File: src/rtl/mul_pkg.sv
// Shared definitions for the shift-and-add multiplier: controller states and default sizing.
package mul_pkg;
    localparam int DEFAULT_WIDTH = 4;
    localparam int STATE_W       = 2;

    typedef enum logic [STATE_W-1:0] {
        IDLE = 2'd0,
        LOAD = 2'd1,
        CALC = 2'd2,
        DONE = 2'd3
    } state_t;
endpackage

File: src/rtl/shift_add_multiplier_datapath.sv
// Datapath of the shift-and-add multiplier: M, Q, A, C, product registers, adder, shifter, counter.
module shift_add_multiplier_datapath
    import mul_pkg::*;
#(
    parameter int WIDTH   = DEFAULT_WIDTH,
    parameter int COUNT_W = $clog2(WIDTH)
) (
    input  logic               clk,
    input  logic               rst,
    input  logic               ld,
    input  logic               shift_en,
    input  logic               ld_product,
    input  logic [WIDTH-1:0]   multiplicand,
    input  logic [WIDTH-1:0]   multiplier,
    input  logic [WIDTH-1:0]   addend,
    output logic [2*WIDTH-1:0] product,
    output logic               status
);
    logic [WIDTH-1:0]   r_m;
    logic [WIDTH-1:0]   r_q;
    logic [WIDTH-1:0]   r_a;
    logic               r_c;
    logic [COUNT_W-1:0] r_count;
    logic [2*WIDTH-1:0] r_product;

    logic [WIDTH:0]     w_sum;
    logic [WIDTH-1:0]   w_a_next;
    logic [WIDTH-1:0]   w_q_next;

    // Add M when the multiplier LSB is set, then shift {C,A,Q} right by one in the same cycle.
    assign w_sum    = r_q[0] ? ({r_c, r_a} + {1'b0, r_m}) : {r_c, r_a};
    assign w_a_next = w_sum[WIDTH:1];
    assign w_q_next = {w_sum[0], r_q[WIDTH-1:1]};

    assign status  = (r_count == COUNT_W'(WIDTH - 1));
    assign product = r_product;

    always_ff @(posedge clk or negedge rst) begin
        if (!rst) begin
            r_m       <= '0;
            r_q       <= '0;
            r_a       <= '0;
            r_c       <= 1'b0;
            r_count   <= '0;
            r_product <= '0;
        end else if (ld) begin
            r_m     <= multiplicand;
            r_q     <= multiplier;
            r_a     <= addend;
            r_c     <= 1'b0;
            r_count <= '0;
        end else if (shift_en) begin
            r_a     <= w_a_next;
            r_q     <= w_q_next;
            r_c     <= 1'b0;
            r_count <= r_count + COUNT_W'(1);
            if (ld_product) begin
                r_product <= {w_a_next, w_q_next};
            end
        end
    end
endmodule

File: src/rtl/shift_add_multiplier.sv
// Sequential shift-and-add unsigned multiplier: controller FSM plus datapath.
// Define MUL_ADDEND_EN to add the addend port, giving product = M*Q + addend.
module shift_add_multiplier
    import mul_pkg::*;
#(
    parameter int WIDTH   = DEFAULT_WIDTH,
    parameter int COUNT_W = $clog2(WIDTH)
) (
    input  logic               clk,
    input  logic               rst,
    input  logic               start,
    input  logic [WIDTH-1:0]   multiplicand,
    input  logic [WIDTH-1:0]   multiplier,
`ifdef MUL_ADDEND_EN
    input  logic [WIDTH-1:0]   addend,
`endif
    output logic [2*WIDTH-1:0] product,
    output logic               busy,
    output logic               done,
    output logic               status
);
    state_t           r_state;
    logic             r_busy;
    logic             r_done;

    logic             w_ld;
    logic             w_shift_en;
    logic             w_ld_product;
    logic             w_status;
    logic [WIDTH-1:0] w_addend;

`ifdef MUL_ADDEND_EN
    assign w_addend = addend;
`else
    assign w_addend = '0;
`endif

    assign w_ld         = (r_state == LOAD);
    assign w_shift_en   = (r_state == CALC);
    assign w_ld_product = w_shift_en & w_status;

    assign busy   = r_busy;
    assign done   = r_done;
    assign status = w_status;

    // busy and done are registered alongside the state so they change exactly on state transitions.
    always_ff @(posedge clk or negedge rst) begin
        if (!rst) begin
            r_state <= IDLE;
            r_busy  <= 1'b0;
            r_done  <= 1'b0;
        end else begin
            case (r_state)
                IDLE: begin
                    if (start) begin
                        r_state <= LOAD;
                        r_busy  <= 1'b1;
                    end
                end
                LOAD: begin
                    r_state <= CALC;
                end
                CALC: begin
                    if (w_status) begin
                        r_state <= DONE;
                        r_busy  <= 1'b0;
                        r_done  <= 1'b1;
                    end
                end
                DONE: begin
                    r_state <= IDLE;
                    r_done  <= 1'b0;
                end
                default: begin
                    r_state <= IDLE;
                    r_busy  <= 1'b0;
                    r_done  <= 1'b0;
                end
            endcase
        end
    end

    shift_add_multiplier_datapath #(
        .WIDTH   (WIDTH),
        .COUNT_W (COUNT_W)
    ) u_datapath (
        .clk          (clk),
        .rst          (rst),
        .ld           (w_ld),
        .shift_en     (w_shift_en),
        .ld_product   (w_ld_product),
        .multiplicand (multiplicand),
        .multiplier   (multiplier),
        .addend       (w_addend),
        .product      (product),
        .status       (w_status)
    );
endmodule

File: config.mk
export PLATFORM = sky130hd
export DESIGN_NAME = shift_add_multiplier
export DESIGN_NICKNAME = d
export VERILOG_FILES = /design/src/rtl/mul_pkg.sv /design/src/rtl/shift_add_multiplier_datapath.sv /design/src/rtl/shift_add_multiplier.sv
export SDC_FILE = /design/constraint.sdc
export NUM_CORES = 1
export LEC_CHECK = 0
export CELL_PAD_IN_SITES_DETAIL_PLACEMENT = 1
export CELL_PAD_IN_SITES_GLOBAL_PLACEMENT = 1
export CORE_UTILIZATION = 40
export CTS_BUF_LIST = sky130_fd_sc_hd__clkbuf_16
export CTS_CLUSTER_DIAMETER = 120
export CTS_CLUSTER_SIZE = 8
export DETAILED_ROUTE_END_ITERATION = 16
export PLACE_DENSITY_LB_ADDON = 0.12
export RECOVER_POWER = 25
export SLEW_MARGIN = 0
export SYNTH_ARGS = -nofsm -noshare
export SYNTH_HDL_FRONTEND = slang
export SYNTH_SLANG_ARGS = --single-unit
File: constraint.sdc
create_clock -name clk -period 2.16 [get_ports clk]
set_input_delay 0.324 -clock clk [delete_from_list [all_inputs] [get_ports clk]]
set_output_delay 0.324 -clock clk [all_outputs]
set_load 0.02 [all_outputs]
==> metrics.md <==
| Metric | Value |
|---|---|
| P&R area growth vs syn | `24.9%` |
| Critical path class | `reg2out` |
| Worst setup path startpoint | `u_datapath.r_count[0]` |
| Port bufs | `21` |
| Final max-slew violation count | `0` |
| Worst hold start | `u_datapath.product[6]` |
| Setup_tns | `0 ns` |
| FMAX | `552 MHz` |
| Final hold violations | `0` |
| Cts hold-fix bufs | `0` |
| Synth warn | `0` |
| Leakage | `0.736 nW` |
| Number of global-route vias before repair | `979` |
| Post-Synthesis Cells | `118` |
| Reg2reg start | `r_state[1]` |
| CTS buffer count | `3` |
| Clk slew on worst S/H paths | `0.07 ns` |
| Async S/R FF share, synth | `100%` |
| First-pass GRT wire length | `4420 µm` |
| N_diodes | `0` |
| RSZ-0062 raised after global routing | `no` |
| Total Routed Length | `2730 µm` |
| Status | `finished, final reports clean` |
| Hold Path Class | `reg2reg` |
| CP required | `1.84 ns` |
| DP Wirelength | `2020 µm` |
| 1st-iter DRT viols | `18` |
| Max_cap viols | `0` |
| Total global routing overflow | `0` |
| Initial core utilization | `42.2%` |
| Fin crit share | `83.8%` |
| Synth area leaders | `dfrtp_1, ha_1, mux2i_1, mux2_2, nand2_1` |
| Worst slew pin tran | `1.42 ns` |
| Pwr Density | `1740 mW/mm²` |
| Clock share of power | `14.6%` |
| Largest net degree at the start of global routing | `27` |
| Via count | `930` |
| Pint | `1.68 mW` |
| Synthesized area | `0.00130 mm²` |
| Register Area | `651 µm²` |
| Antenna violations before repair | `0` |
| Placed cell area | `0.00155 mm²` |
| Post-Syn Nets | `139` |
| Worst reg-to-reg setup slack | `0.36 ns` |
| Die height | `59.0 µm` |
| Die area | `0.00348 mm²` |
| Core area | `0.00308 mm²` |
| Share of layout cells above drive strength 1 | `10.7%` |
| Clock root buffer | `clkbuf_16` |
| Switching pwr | `1.14 mW` |
| EDFF count, synth | `0` |
| Via density per instance | `5.05` |
| Clock sink count | `26` |
| Bufs on Longest Clock Path | `2` |
| Area of the multi-input gates | `578 µm²` |
| Syn Area/Cell | `11.0 µm²` |
| Worst Skew | `0.00502 ns` |
| Setup Viol. Count Final | `0` |
| Power Total | `2.82 mW` |
| Switching share of power | `40.5%` |
| GR Util All Layers | `17.4%` |
| Final RePlAce weighted congestion | `0.779` |
| Crit path time final | `1.81 ns` |
| H-tree Lvls | `1` |
| Synth Flop Type | `dfrtp_1` |
| Post-CTS Setup Inserts | `0` |
| Crit Path Max Fanout | `4` |
| Slew HR | `5.64%` |
| DR WL/cell | `14.8 µm` |
| Finished Core Util | `52.7%` |
| Critical path arrival | `1.49 ns` |
| Largest area contributor in the synthesized netlist | `dfrtp_1` |
| Synth top area share | `50.1%` |
| Rows | `20` |
| Worst-Skew Late Latency | `0.26 ns` |
| Post-Layout Inst Area | `0.00162 mm²` |
| Combinational share of power | `52.7%` |
| Yosys cell types | `29` |
| Post-synthesis sequential area ratio | `50.1%` |
| Num ports | `22` |
| Place WS | `0.347 ns` |
| DRC viols | `0` |
| Critical Path End Type | `output pin` |
| # nets final | `162` |
| Clock tree from TritonCTS | `yes` |
| Yosys reg bits | `26` |
| Post-route antenna net violation count | `0` |
| CP startpoint kind | `register` |
| Seq pwr share | `32.7%` |
| Fill count | `349` |
| Post-cts sizing count | `0` |
| First-pass iteration count of the detailed router | `4` |
| Die X | `59.0 µm` |
| Maximum vdd drop | `1.07 mV` |
| Final worst slack | `0.349 ns` |
## worst max-delay path, cell delays in order (launching register included)
cell	delay (ns)
dfrtp_1	0.37
ha_1	0.24
clkdlybuf4s50_1	0.63
## Yosys cell counts, types with 2 or more instances
cell	n
clkbuf_1	2
ha_1	9
buf_6	2
mux2i_1	6
a21oi_1	8
inv_1	8
nand2_1	13
mux2_2	5
o21ai_0	6
o21ai_1	4
mux2_4	3
o22ai_1	4
dfrtp_1	26
nor2_1	6
buf_2	2
## per-stage QoR
step	instances	hold WS, ns
2_1_floorplan	118	0.0284
3_3_place_gp	180	0.464
3_5_place_dp	180	0.472
4_1_cts	184	0.454
5_1_grt	184	0.490
6_report	184	0.480
## power by group through the flow
stage	combinational, mW	clock (mW)	sequential [mW]
CTS	1.51	0.417	0.923
global route	1.64	0.435	0.951
global placement	1.42	0	0.915
floorplan	0.940	0	0.975
finish	1.49	0.412	0.920
detailed placement	1.50	0	0.929
## layout by cell type, fill, tap and decap left out, types with 4 or more instances in the layout
master and instances:
inv_1 8, o21ai_0 6, dfrtp_1 26, clkdlybuf4s50_1 20, nor2_1 6, o22ai_1 4, a21oi_1 8, nand2_1 13
ha_1 9, o21ai_1 4, mux2_2 5, mux2i_1 6
## path summary, 6_finish.rpt
path,cells after the start,endpoint
min in group asynchronous,2,u_datapath.r_m[3]
worst min-delay path,2,u_datapath.product[6]
max in group asynchronous,2,u_datapath.product[3]
worst min register to register,2,u_datapath.product[6]
worst max-delay path,2,status
worst max register to register,4,u_datapath.product[2]
## cells by family (layout without fill, tap and decap cells)
group	Yosys count	in the layout	synth area share, %
AO/OA/AOI/OAI	27	27	11.9
flip-flops	26	26	50.1
AND/OR/NAND/NOR	26	26	9.25
multiplexers	14	14	12.4
buffers and inverters	14	36	5.40
adder cells (fa/ha/maj)	10	10	10.2
XOR/XNOR	1	1	0.674
## layer usage
metal | GRT usage (%) | vias up | routed length, µm
li1 | - | 447 | -
met1 | 21.5 | 472 | 1250
met2 | 31.2 | 9 | 1420
met3 | 1.31 | 2 | 38
met4 | 7.14 | 0 | 19
met5 | 0 | - | 0
## state kept, by name (all words and copies together) (netlist names)
signal,flops
busy,1
done,1
r_state,2
u_datapath.product,8
u_datapath.r_a,4
u_datapath.r_count,2
u_datapath.r_m,4
u_datapath.r_q,4
## layout make-up
type | count | share of cell area (%)
Timing Repair Buffer | 24 | 14.1
Tap cell | 44 | 3.40
Sequential cell | 26 | 40.1
Clock buffer | 3 | 4.63
Inverter | 8 | 1.85
Multi-Input combinational cell | 78 | 35.6
Clock inverter | 1 | 0.231
(Power assumes the default switching activity.)
